[config.mk]
export PLATFORM = sky130hd
export DESIGN_NAME = pipeline_id_queue
export DESIGN_NICKNAME = d
export VERILOG_FILES = /design/src/rtl/pipeline_id_queue_pkg.sv /design/src/rtl/pipeline_id_queue_id_decoder.sv /design/src/rtl/pipeline_id_queue.sv
export SDC_FILE = /design/constraint.sdc
export NUM_CORES = 1
export LEC_CHECK = 0
export CAP_MARGIN = 10
export CORE_AREA = 5 5 198 200
export CTS_CLUSTER_DIAMETER = 150
export DETAILED_ROUTE_END_ITERATION = 16
export DIE_AREA = 0 0 203 205
export PLACE_DENSITY_LB_ADDON = 0.2
export REMOVE_ABC_BUFFERS = 1
export SKIP_LAST_GASP = 1
export SYNTH_ARGS = -nofsm -noshare
export SYNTH_HDL_FRONTEND = slang
export SYNTH_SLANG_ARGS = --single-unit
[constraint.sdc]
create_clock -name clk -period 3.05 [get_ports clk]
set_input_delay 0.915 -clock clk [delete_from_list [all_inputs] [get_ports clk]]
set_output_delay 0.915 -clock clk [all_outputs]
set_load 0.02 [all_outputs]
[src/rtl/pipeline_id_queue_pkg.sv]
// Shared definitions for the Scipio decode-stage queue.
// Holds the instruction-format and ALU-operation encodings, the RV32I opcode
// and funct3/funct7 constants, the decoded-record struct carried through the
// queue, and a helper that maps an OP/OP-IMM funct3 onto an ALU operation.
package pipeline_id_queue_pkg;

  localparam int ALU_OPCODE_WIDTH = 4;

  typedef enum logic [ALU_OPCODE_WIDTH-1:0] {
    ALU_ADD  = 4'd0,
    ALU_SUB  = 4'd1,
    ALU_SLL  = 4'd2,
    ALU_SLT  = 4'd3,
    ALU_SLTU = 4'd4,
    ALU_XOR  = 4'd5,
    ALU_SRL  = 4'd6,
    ALU_SRA  = 4'd7,
    ALU_OR   = 4'd8,
    ALU_AND  = 4'd9
  } alu_op_e;

  typedef enum logic [2:0] {
    TYPE_R   = 3'd0,
    TYPE_I   = 3'd1,
    TYPE_S   = 3'd2,
    TYPE_B   = 3'd3,
    TYPE_U   = 3'd4,
    TYPE_J   = 3'd5,
    TYPE_INV = 3'd7
  } inst_type_e;

  // Major opcodes (inst[6:0])
  localparam logic [6:0] OPC_R_TYPE = 7'b0110011;
  localparam logic [6:0] OPC_OP_IMM = 7'b0010011;
  localparam logic [6:0] OPC_LOAD   = 7'b0000011;
  localparam logic [6:0] OPC_STORE  = 7'b0100011;
  localparam logic [6:0] OPC_BRANCH = 7'b1100011;
  localparam logic [6:0] OPC_JAL    = 7'b1101111;
  localparam logic [6:0] OPC_JALR   = 7'b1100111;
  localparam logic [6:0] OPC_LUI    = 7'b0110111;
  localparam logic [6:0] OPC_AUIPC  = 7'b0010111;

  // funct7 values for OP / shift-immediate
  localparam logic [6:0] F7_BASE = 7'b0000000;
  localparam logic [6:0] F7_ALT  = 7'b0100000;

  // OP / OP-IMM funct3
  localparam logic [2:0] F3_ADD  = 3'b000;
  localparam logic [2:0] F3_SLL  = 3'b001;
  localparam logic [2:0] F3_SLT  = 3'b010;
  localparam logic [2:0] F3_SLTU = 3'b011;
  localparam logic [2:0] F3_XOR  = 3'b100;
  localparam logic [2:0] F3_SRL  = 3'b101;
  localparam logic [2:0] F3_OR   = 3'b110;
  localparam logic [2:0] F3_AND  = 3'b111;

  // Branch funct3
  localparam logic [2:0] F3_BEQ  = 3'b000;
  localparam logic [2:0] F3_BNE  = 3'b001;
  localparam logic [2:0] F3_BLT  = 3'b100;
  localparam logic [2:0] F3_BGE  = 3'b101;
  localparam logic [2:0] F3_BLTU = 3'b110;
  localparam logic [2:0] F3_BGEU = 3'b111;

  // Load / store funct3
  localparam logic [2:0] F3_LB  = 3'b000;
  localparam logic [2:0] F3_LH  = 3'b001;
  localparam logic [2:0] F3_LW  = 3'b010;
  localparam logic [2:0] F3_LBU = 3'b100;
  localparam logic [2:0] F3_LHU = 3'b101;
  localparam logic [2:0] F3_SB  = 3'b000;
  localparam logic [2:0] F3_SH  = 3'b001;
  localparam logic [2:0] F3_SW  = 3'b010;

  // Decoded record stored per queue entry (imm is kept separately because
  // its width follows XLEN).
  typedef struct packed {
    inst_type_e typ;
    alu_op_e    alu;
    logic [4:0] rs1;
    logic [4:0] rs2;
    logic [4:0] rd;
    logic       illegal;
  } dec_t;

  // Base (funct7 = 0000000) mapping of funct3 to ALU operation.
  function automatic alu_op_e f3_to_alu(input logic [2:0] f3);
    case (f3)
      F3_ADD:  return ALU_ADD;
      F3_SLL:  return ALU_SLL;
      F3_SLT:  return ALU_SLT;
      F3_SLTU: return ALU_SLTU;
      F3_XOR:  return ALU_XOR;
      F3_SRL:  return ALU_SRL;
      F3_OR:   return ALU_OR;
      F3_AND:  return ALU_AND;
      default: return ALU_ADD;
    endcase
  endfunction

endpackage

[src/rtl/pipeline_id_queue_id_decoder.sv]
// id_decoder: purely combinational RV32I instruction decoder.
// Ports:
//   inst_i  - raw 32-bit instruction word
//   dec_o   - decoded record (format, ALU op, register indices, illegal flag)
//   imm_o   - immediate sign-extended to XLEN (0 for R-type and illegal)
// An illegal encoding yields TYPE_INV, ALU_ADD, imm 0 and zeroed register
// indices so downstream logic sees a deterministic record.
module id_decoder
  import pipeline_id_queue_pkg::*;
#(
  parameter int XLEN = 32
) (
  input  logic [31:0]     inst_i,
  output dec_t            dec_o,
  output logic [XLEN-1:0] imm_o
);

  logic [6:0]  opcode_s;
  logic [2:0]  funct3_s;
  logic [6:0]  funct7_s;
  logic [31:0] imm_i_s;
  logic [31:0] imm_s_s;
  logic [31:0] imm_b_s;
  logic [31:0] imm_u_s;
  logic [31:0] imm_j_s;

  assign opcode_s = inst_i[6:0];
  assign funct3_s = inst_i[14:12];
  assign funct7_s = inst_i[31:25];

  // 32-bit sign-extended immediates of every format; widened to XLEN below.
  assign imm_i_s = {{20{inst_i[31]}}, inst_i[31:20]};
  assign imm_s_s = {{20{inst_i[31]}}, inst_i[31:25], inst_i[11:7]};
  assign imm_b_s = {{19{inst_i[31]}}, inst_i[31], inst_i[7], inst_i[30:25], inst_i[11:8], 1'b0};
  assign imm_u_s = {inst_i[31:12], 12'h000};
  assign imm_j_s = {{11{inst_i[31]}}, inst_i[31], inst_i[19:12], inst_i[20], inst_i[30:21], 1'b0};

  logic        bad_s;
  dec_t        raw_s;
  logic [31:0] raw_imm_s;

  // Format/opcode decode before the illegal override.
  always_comb begin
    bad_s         = 1'b0;
    raw_s.typ     = TYPE_INV;
    raw_s.alu     = ALU_ADD;
    raw_s.rs1     = inst_i[19:15];
    raw_s.rs2     = inst_i[24:20];
    raw_s.rd      = inst_i[11:7];
    raw_s.illegal = 1'b0;
    raw_imm_s     = 32'h0000_0000;
    case (opcode_s)
      OPC_R_TYPE: begin
        raw_s.typ = TYPE_R;
        if (funct7_s == F7_BASE) begin
          raw_s.alu = f3_to_alu(funct3_s);
        end else if (funct7_s == F7_ALT && funct3_s == F3_ADD) begin
          raw_s.alu = ALU_SUB;
        end else if (funct7_s == F7_ALT && funct3_s == F3_SRL) begin
          raw_s.alu = ALU_SRA;
        end else begin
          bad_s = 1'b1;
        end
      end
      OPC_OP_IMM: begin
        raw_s.typ = TYPE_I;
        raw_s.rs2 = 5'd0;
        raw_imm_s = imm_i_s;
        case (funct3_s)
          F3_SLL: begin
            if (funct7_s == F7_BASE) raw_s.alu = ALU_SLL;
            else                     bad_s = 1'b1;
          end
          F3_SRL: begin
            if (funct7_s == F7_BASE)     raw_s.alu = ALU_SRL;
            else if (funct7_s == F7_ALT) raw_s.alu = ALU_SRA;
            else                         bad_s = 1'b1;
          end
          default: raw_s.alu = f3_to_alu(funct3_s);
        endcase
      end
      OPC_LOAD: begin
        raw_s.typ = TYPE_I;
        raw_s.rs2 = 5'd0;
        raw_imm_s = imm_i_s;
        case (funct3_s)
          F3_LB, F3_LH, F3_LW, F3_LBU, F3_LHU: bad_s = 1'b0;
          default:                             bad_s = 1'b1;
        endcase
      end
      OPC_STORE: begin
        raw_s.typ = TYPE_S;
        raw_s.rd  = 5'd0;
        raw_imm_s = imm_s_s;
        case (funct3_s)
          F3_SB, F3_SH, F3_SW: bad_s = 1'b0;
          default:             bad_s = 1'b1;
        endcase
      end
      OPC_BRANCH: begin
        raw_s.typ = TYPE_B;
        raw_s.rd  = 5'd0;
        raw_imm_s = imm_b_s;
        case (funct3_s)
          F3_BEQ, F3_BNE:   raw_s.alu = ALU_SUB;
          F3_BLT, F3_BGE:   raw_s.alu = ALU_SLT;
          F3_BLTU, F3_BGEU: raw_s.alu = ALU_SLTU;
          default:          bad_s = 1'b1;
        endcase
      end
      OPC_JAL: begin
        raw_s.typ = TYPE_J;
        raw_s.rs2 = 5'd0;
        raw_imm_s = imm_j_s;
      end
      OPC_JALR: begin
        raw_s.typ = TYPE_I;
        raw_s.rs2 = 5'd0;
        raw_imm_s = imm_i_s;
      end
      OPC_LUI: begin
        raw_s.typ = TYPE_U;
        raw_s.rs1 = 5'd0;
        raw_s.rs2 = 5'd0;
        raw_imm_s = imm_u_s;
      end
      OPC_AUIPC: begin
        raw_s.typ = TYPE_U;
        raw_s.rs2 = 5'd0;
        raw_imm_s = imm_u_s;
      end
      default: bad_s = 1'b1;
    endcase
  end

  // Illegal override: compressed/garbage low bits or any bad field.
  always_comb begin
    if (bad_s || inst_i[1:0] != 2'b11) begin
      dec_o.typ     = TYPE_INV;
      dec_o.alu     = ALU_ADD;
      dec_o.rs1     = 5'd0;
      dec_o.rs2     = 5'd0;
      dec_o.rd      = 5'd0;
      dec_o.illegal = 1'b1;
      imm_o         = {XLEN{1'b0}};
    end else begin
      dec_o = raw_s;
      imm_o = XLEN'($signed(raw_imm_s));
    end
  end

endmodule

[src/rtl/pipeline_id_queue.sv]
// pipeline_id_queue: decode stage with a DEPTH-entry in-order queue.
// Ports:
//   clk, rst (async, active-low), flush (sync, discards everything)
//   in_valid/in_ready/in_inst/in_pc    - IF side handshake
//   out_valid/out_ready/out_pc         - EX side handshake
//   decoded_type, alu_opcode, rs1, rs2, rd, imm, illegal - head record
//   occupancy                          - entries currently held
// Instructions are decoded on entry and the decoded record is stored. Head
// fields come straight from storage and read 0 whenever the queue is empty.
module pipeline_id_queue
  import pipeline_id_queue_pkg::*;
#(
  parameter int XLEN     = 32,
  parameter int PC_WIDTH = 32,
  parameter int DEPTH    = 4
) (
  input  logic                        clk,
  input  logic                        rst,
  input  logic                        flush,
  input  logic                        in_valid,
  output logic                        in_ready,
  input  logic [31:0]                 in_inst,
  input  logic [PC_WIDTH-1:0]         in_pc,
  output logic                        out_valid,
  input  logic                        out_ready,
  output logic [PC_WIDTH-1:0]         out_pc,
  output logic [2:0]                  decoded_type,
  output logic [ALU_OPCODE_WIDTH-1:0] alu_opcode,
  output logic [4:0]                  rs1,
  output logic [4:0]                  rs2,
  output logic [4:0]                  rd,
  output logic [XLEN-1:0]             imm,
  output logic                        illegal,
  output logic [$clog2(DEPTH+1)-1:0]  occupancy
);

  localparam int PTR_W = $clog2(DEPTH);
  localparam int CNT_W = $clog2(DEPTH+1);

  dec_t                  in_dec_s;
  logic [XLEN-1:0]       in_imm_s;

  id_decoder #(.XLEN(XLEN)) u_dec (
    .inst_i (in_inst),
    .dec_o  (in_dec_s),
    .imm_o  (in_imm_s)
  );

  dec_t                  dec_mem_q [DEPTH];
  logic [XLEN-1:0]       imm_mem_q [DEPTH];
  logic [PC_WIDTH-1:0]   pc_mem_q  [DEPTH];

  logic [PTR_W-1:0]      wr_ptr_q, wr_ptr_d;
  logic [PTR_W-1:0]      rd_ptr_q, rd_ptr_d;
  logic [CNT_W-1:0]      count_q,  count_d;
  logic                  push_s;
  logic                  pop_s;

  // in_ready is held low during reset; no pass-through when full.
  assign in_ready  = rst && !flush && (count_q < CNT_W'(DEPTH));
  assign out_valid = (count_q != {CNT_W{1'b0}});
  assign push_s    = in_valid && in_ready;
  assign pop_s     = out_valid && out_ready;
  assign occupancy = count_q;

  // Pointer and count next state; flush wins over any push/pop.
  always_comb begin
    wr_ptr_d = wr_ptr_q;
    rd_ptr_d = rd_ptr_q;
    count_d  = count_q;
    if (flush) begin
      wr_ptr_d = {PTR_W{1'b0}};
      rd_ptr_d = {PTR_W{1'b0}};
      count_d  = {CNT_W{1'b0}};
    end else begin
      // DEPTH is a power of two, so natural overflow gives the wrap.
      if (push_s) wr_ptr_d = wr_ptr_q + PTR_W'(1'b1);
      else        wr_ptr_d = wr_ptr_q;
      if (pop_s)  rd_ptr_d = rd_ptr_q + PTR_W'(1'b1);
      else        rd_ptr_d = rd_ptr_q;
      case ({push_s, pop_s})
        2'b10:   count_d = count_q + CNT_W'(1'b1);
        2'b01:   count_d = count_q - CNT_W'(1'b1);
        default: count_d = count_q;
      endcase
    end
  end

  // Pointer and count registers.
  always_ff @(posedge clk or negedge rst) begin
    if (!rst) begin
      wr_ptr_q <= {PTR_W{1'b0}};
      rd_ptr_q <= {PTR_W{1'b0}};
      count_q  <= {CNT_W{1'b0}};
    end else begin
      wr_ptr_q <= wr_ptr_d;
      rd_ptr_q <= rd_ptr_d;
      count_q  <= count_d;
    end
  end

  // Entry storage; contents are only observable through a valid head, so
  // it needs no reset.
  always_ff @(posedge clk) begin
    if (push_s) begin
      dec_mem_q[wr_ptr_q] <= in_dec_s;
      imm_mem_q[wr_ptr_q] <= in_imm_s;
      pc_mem_q[wr_ptr_q]  <= in_pc;
    end
  end

  dec_t                  head_dec_s;
  logic [XLEN-1:0]       head_imm_s;
  logic [PC_WIDTH-1:0]   head_pc_s;

  // Head read, forced to zero when nothing is held (including reset).
  always_comb begin
    if (out_valid) begin
      head_dec_s = dec_mem_q[rd_ptr_q];
      head_imm_s = imm_mem_q[rd_ptr_q];
      head_pc_s  = pc_mem_q[rd_ptr_q];
    end else begin
      head_dec_s = '0;
      head_imm_s = {XLEN{1'b0}};
      head_pc_s  = {PC_WIDTH{1'b0}};
    end
  end

  assign out_pc       = head_pc_s;
  assign decoded_type = head_dec_s.typ;
  assign alu_opcode   = head_dec_s.alu;
  assign rs1          = head_dec_s.rs1;
  assign rs2          = head_dec_s.rs2;
  assign rd           = head_dec_s.rd;
  assign imm          = head_imm_s;
  assign illegal      = head_dec_s.illegal;

endmodule

* Word level (Yosys, flattened, before mapping) *
Memories as Yosys holds them, arrays and structs flattened.
Cells that the tools add are included.

word-level totals
  register bits = 7
  RAM bits = 348
  bits in read-only memories = 64
  bits of input ports = 69
  memories = 5

memory list
  memory            depth  bits a word  read ports  clocked after memory_dff  write ports  line                         text
  imm_mem_q         4      32           1           0                         1            pipeline_id_queue.sv:50      logic [XLEN-1:0] imm_mem_q [DEPTH];
  pc_mem_q          4      32           1           0                         1            pipeline_id_queue.sv:51      logic [PC_WIDTH-1:0] pc_mem_q [DEPTH];
  dec_mem_q         4      23           1           0                         1            pipeline_id_queue.sv:49      dec_t dec_mem_q [DEPTH];
  (name not given)  8      4            1           0                         0            pipeline_id_queue_pkg.sv:88  case (f3)
  (name not given)  8      4            1           0                         0            pipeline_id_queue_pkg.sv:88

cells by class
  $add $sub $neg = 4
  magnitude comparators = 1
  equality and inequality tests = 19
  muxes and demuxes = 38
  reductions and logical operators = 25

operator list
  kind                number
  $pmux 32 s5         1
  $mux 32             3
  $mux 23             2
  $eq 7x6->1 const B  4
  $eq 7x7->1 const B  3
  $pmux 3 s6          1
  $mux 5              3
  $eq 7x5->1 const B  2
  $eq 3x3->1 const B  4
  $mux 3              4
  $pmux 4 s3          1
  $reduce_or 6->1     2
  $mux 1              11
  $mux 2              5
  $reduce_or 2->1     5
  $pmux 3 s3          1
  $mux 4              2
  $pmux 4 s2          1
  $eq 7x2->1 const B  1
  $logic_not 7->1     1
  $logic_and 1x1->1   6
  $pmux 1 s6          1
  $pmux 3 s2          1
  $reduce_bool 3->1   2
  17 further kinds    20

* Longest topological paths before layout *
  word-level depth = 8
  depth in mapped cells = 11
  mapped depth without buffers = 8

* By module *
From an unflattened synthesis, not the netlist that was laid out.

unflattened totals
  cell total of the unflattened synthesis = 792
  area total of the unflattened synthesis = 14711.6 sq um

modules (own cells, without submodules)
  module             instances  cells each  area an instance (sq um)
  pipeline_id_queue  1          598         13598.0
  id_decoder         1          194         1113.6

* Worst setup path before layout *
OpenSTA, ideal clock, no wires.

  kind = input port to flip-flop
  from = input flush
  to = memory dec_mem_q[0][0] (netlist bit) (enable)
  arrival = 4.009 ns
  data required time = 2.594 ns
  slack = -1.415 ns
  stages = 3
  buffers on the path = 1
  cells stage by stage = clkbuf_1 -> nor3b_1 -> and3_1

on the way
  longest elaborated chain between the ends = 6

ends and longest elaborated chain
  element                         line                      text
  start: declaration              pipeline_id_queue.sv:19   input logic flush,
  $logic_not 1->1                 pipeline_id_queue.sv:60   assign in_ready = rst && !flush && (count_q < CNT_W'(DEPTH));
  $logic_and 1x1->1 (2 in a row)  pipeline_id_queue.sv:60
  named net in_ready              pipeline_id_queue.sv:21   output logic in_ready,
  $logic_and 1x1->1               pipeline_id_queue.sv:62   assign push_s = in_valid && in_ready;
  $mux 1                          pipeline_id_queue.sv:105  if (push_s) begin
  $mux 1 (not written as such)    pipeline_id_queue.sv:106  dec_mem_q[wr_ptr_q] <= in_dec_s;
  end: declaration                pipeline_id_queue.sv:49

The timed path passes the listed nets, and every way through them passes these cells.

* Worst setup path after layout *
  from = register rd_ptr_q[0]
  to = output rs2[0]

on the way
  longest elaborated chain between the ends = 2

ends and longest elaborated chain
  element                   line                      text
  start: declaration        pipeline_id_queue.sv:54   logic [PTR_W-1:0] rd_ptr_q, rd_ptr_d;
  start signal: assignment  pipeline_id_queue.sv:93   rd_ptr_q <= {PTR_W{1'b0}};
  start signal: assignment  pipeline_id_queue.sv:97   rd_ptr_q <= rd_ptr_d;
  $mem_v2 4x23              -
  $mux 23                   pipeline_id_queue.sv:118  if (out_valid) begin
  end: declaration          pipeline_id_queue.sv:30   output logic [4:0] rs2,

No other way between the ends.

==> qor.json <==
{
  "status": {"value": "finished, violations left"},
  "violations": {"value": "negative setup slack"},
  "synthesis.instances": {"value": 800},
  "cts-buffers-inserted": {"value": 38},
  "aggregate_global_route_resource_usage": {"value": 0.1681},
  "placement.io_buffers": {"value": 160},
  "yosysTopAreaCell": {"value": "sky130_fd_sc_hd__edfxtp_1"},
  "yosysUniqueCellTypes": {"value": 52},
  "drtIter0Drc": {"value": 413},
  "min_period_over_period": {"value": 1.032},
  "tritoncts": {"value": "built"},
  "synth_largest_type_area_fraction": {"value": 0.7098},
  "number_of_cells_on_the_worst_reg_to_reg_path": {"value": 8},
  "end_of_the_worst_hold_path": {"value": "wr_ptr_q[0]$_DFFE_PN0P_"},
  "post-route-drc-count": {"value": 0},
  "floorplan.die.height": {"value": 205, "unit": "um"},
  "r2r_setup_slack": {"value": 0.74, "unit": "ns"},
  "worst_slew_pin_slew": {"value": 0.4572, "unit": "ns"},
  "finalMaxSlewViolations": {"value": 0},
  "yosys_warnings": {"value": 0},
  "die-area": {"value": 41620, "unit": "sq um"},
  "synth_flop_cell": {"value": "sky130_fd_sc_hd__edfxtp_1"},
  "synth_enable_flop_cells": {"value": 348},
  "critical_path.max_fanout": {"value": 8},
  "drive_above_1_share": {"value": 0.4127},
  "drv_cap": {"value": 0},
  "dr_total_vias": {"value": 8239},
  "required": {"value": 2.13, "unit": "ns"},
  "routed_wire_length": {"value": 35.27, "unit": "mm"},
  "finalNonFillerCells": {"value": 1579},
  "core.rowCount": {"value": 71},
  "setup_slack": {"value": -0.09847, "unit": "ns"},
  "worst_skew_pair.late_latency": {"value": 0.52, "unit": "ns"},
  "netlist_top_cells_count": {"value": "sky130_fd_sc_hd__edfxtp_1 (348), sky130_fd_sc_hd__and2_1 (89), sky130_fd_sc_hd__mux4_2 (88)"},
  "yosys_register_bits": {"value": 355},
  "power_density": {"value": 904.3, "unit": "nW/um^2"},
  "placeableCoreArea": {"value": 37220, "unit": "sq um"},
  "headroom_to_the_max_slew_limit": {"value": 0.6928},
  "post_drt_via_cell_ratio": {"value": 5.218},
  "fin_worst_skew": {"value": 0.008492, "unit": "ns"},
  "cts.reportedPaths.clkPinSlew": {"value": 0.06, "unit": "ns"},
  "post-route-min-period": {"value": 3.148, "unit": "ns"},
  "worst_hold_path_type": {"value": "reg -> reg"},
  "synthMostInstantiatedCell": {"value": "sky130_fd_sc_hd__edfxtp_1"},
  "hold-path-cell-count": {"value": 2},
  "seq_area_frac_synth": {"value": 0.7217},
  "ys_async_sr_fraction": {"value": 0.01972},
  "hold_buffers": {"value": 0},
  "drt_pass1_iterations": {"value": 5},
  "synth_top_cells_by_area": {"value": "sky130_fd_sc_hd__edfxtp_1 (71%), sky130_fd_sc_hd__mux4_2 (13%), sky130_fd_sc_hd__and2_1 (3.8%)"},
  "critPathCaptureType": {"value": "primary output"},
  "power_leakage": {"value": 0.006802, "unit": "uW"},
  "setup.worst_path.class": {"value": "reg -> out"},
  "dp_hpwl": {"value": 22.33, "unit": "mm"},
  "die_width": {"value": 203, "unit": "um"},
  "cp_data_arrival_time": {"value": 2.23, "unit": "ns"},
  "post-place-cells": {"value": 1474},
  "grt_max_degree": {"value": 64},
  "n_diodes": {"value": 0},
  "initial_antenna_violation_count": {"value": 0},
  "grt_setup_unrepaired": {"value": "true"},
  "maxClockFrequency": {"value": 0.3176, "unit": "GHz"},
  "critical_path.reg2reg.startpoint": {"value": "occupancy[2]$_DFFE_PN0P_"},
  "setup_viol": {"value": 39},
  "starting_density_of_the_core": {"value": 0.3955},
  "first_global_vias": {"value": 8655},
  "top_level_ports": {"value": 161},
  "post_syn_area_per_cell": {"value": 18.40, "unit": "sq um"},
  "grt_pass1_wl": {"value": 53.19, "unit": "mm"},
  "mapped_cell_area": {"value": 14720, "unit": "sq um"},
  "fin_tns_setup": {"value": -1.877, "unit": "ns"},
  "detail-route-antenna-nets": {"value": 0},
  "globalRouteOverflowTotal": {"value": 0},
  "clock-sinks": {"value": 355},
  "layout.nets": {"value": 1155},
  "synthToLayoutAreaGrowth": {"value": 34.17, "unit": "%"},
  "finalPower": {"value": 17860, "unit": "uW"},
  "place_congestion": {"value": 0.8746},
  "clock_path_buffers": {"value": 3},
  "vdd_drop_max": {"value": 578.1, "unit": "uV"},
  "hp-start": {"value": "wr_ptr_q[0]$_DFFE_PN0P_"},
  "r2r-end": {"value": "occupancy[2]$_DFFE_PN0P_"},
  "maximum_level_of_the_cts_h_tree": {"value": 2},
  "final-hold-violation-count": {"value": 0},
  "worstSetupStartpointType": {"value": "flop"},
  "wl_per_cell": {"value": 22.34, "unit": "um"},
  "cts.root.buffer_cell": {"value": "sky130_fd_sc_hd__clkbuf_16"}
}
-- flip-flops by register name, summed over array words and instances, names as in the netlist --
| register | count |
|---|---|
| dec_mem_q | 92 |
| imm_mem_q | 128 |
| occupancy | 3 |
| pc_mem_q | 128 |
| rd_ptr_q | 2 |
| wr_ptr_q | 2 |
-- through the flow --
stage | instance area, sq um | hold slack (ns) | setup WS [ns] | util
final | 19750 | 0.6058 | -0.09847 | 0.5307
after global routing | 19750 | 0.6132 | -0.1439 | 0.5307
after CTS | 19290 | 0.6043 | -0.1831 | 0.5182
after detailed placement | 17640 | 0.6037 | -0.2174 | 0.4739
after global placement | 17640 | 0.5897 | -0.1353 | 0.4739
after floorplan | 14490 | 0.5569 | -2.198 | -
-- layer usage --
layer | vias up | global-route usage | part of all wire
met3 | 37 | 0.02707 | 0.047
met2 | 230 | 0.2869 | 0.50
met1 | 4239 | 0.2326 | 0.44
li1 | 3733 | - | -
met4 | 0 | 0.03152 | 0.014
met5 | - | 0 | 0
-- where the power goes --
part           switching, uW  total (uW)  internal [uW]
Sequential              76.0        5560           5480
Combinational           3520        7840           4310
Clock                   1780        4470           2690
Total                   5380       17900          12500
-- worst max-delay path, cell delays in order, from the launching register on --
cell                      delay [ns]
sky130_fd_sc_hd__dfrtp_4        0.51
sky130_fd_sc_hd__buf_12         0.17
sky130_fd_sc_hd__buf_16         0.15
sky130_fd_sc_hd__buf_6          0.11
sky130_fd_sc_hd__mux4_2         0.47
sky130_fd_sc_hd__and2_4         0.19
sky130_fd_sc_hd__buf_6          0.12
-- logic make-up after synthesis --
kind of cell	count (synthesis)	synth area share
buf+inv	56	0.01810
mux	89	0.1353
xor+xnor	3	0.001785
fa+ha+maj	9	0.008159
compound gates	58	0.02847
simple gates	230	0.08643
flops	355	0.7217
-- cell type report --
cell class                      count  area [sq um]
Timing Repair Buffer              284          3202
Clock inverter                     20         171.4
Multi-Input combinational cell    389          4065
Clock buffer                       48          1052
Tap cell                          474         593.1
Sequential cell                   355         10630
Fill cell                        2976         17470
Inverter                            9         36.28
-- repair_timing --
action,4_1_cts,5_1_grt
setup buffers,18,15
resized for setup,410,211
hold endpoints to repair,0,0
endpoints found under the setup margin,89,86
cloned,6,2
-- cells in the final DEF, fill, tap and decap left out, types with 7 or more instances in the layout --
cell type                         synthesis  routed
sky130_fd_sc_hd__nand2b_1                 7       7
sky130_fd_sc_hd__ha_1                     8       8
sky130_fd_sc_hd__clkbuf_1                27       7
sky130_fd_sc_hd__a21oi_1                 17      17
sky130_fd_sc_hd__inv_1                    8       8
sky130_fd_sc_hd__nand2_1                 41      41
sky130_fd_sc_hd__a21oi_2                 12      12
sky130_fd_sc_hd__nor3_1                   9       9
sky130_fd_sc_hd__clkbuf_16                0      43
sky130_fd_sc_hd__clkinv_1                 0       7
sky130_fd_sc_hd__edfxtp_1               348     348
sky130_fd_sc_hd__buf_4                    2      70
sky130_fd_sc_hd__clkinv_2                 0       8
sky130_fd_sc_hd__and3_1                  23      19
sky130_fd_sc_hd__buf_12                   0      30
sky130_fd_sc_hd__nand3_1                 11      11
sky130_fd_sc_hd__and2_4                   0      80
sky130_fd_sc_hd__buf_6                    4      95
sky130_fd_sc_hd__and2_1                  89       8
sky130_fd_sc_hd__mux4_2                  88      88
sky130_fd_sc_hd__clkdlybuf4s50_1          0      71
sky130_fd_sc_hd__nor2_1                  27      27
-- how the worst max path moves through the flow --
stage,from,cells past startpoint,slack (ns),endpoint
2_1_floorplan,rd_ptr_q[0]$_DFFE_PN0P_,2,-2.20,alu_opcode[0]
3_3_place_gp,in_inst[26],9,-0.14,imm_mem_q[0][1]$_DFFE_PP_
3_5_place_dp,in_inst[26],8,-0.22,dec_mem_q[1][6]$_DFFE_PP_
4_1_cts,rd_ptr_q[0]$_DFFE_PN0P_,5,-0.18,out_pc[25]
5_1_grt,rd_ptr_q[0]$_DFFE_PN0P_,6,-0.14,rs2[0]
6_report,rd_ptr_q[0]$_DFFE_PN0P_,6,-0.1,rs2[0]
No activity file was read; power rests on OpenSTA's default activity.
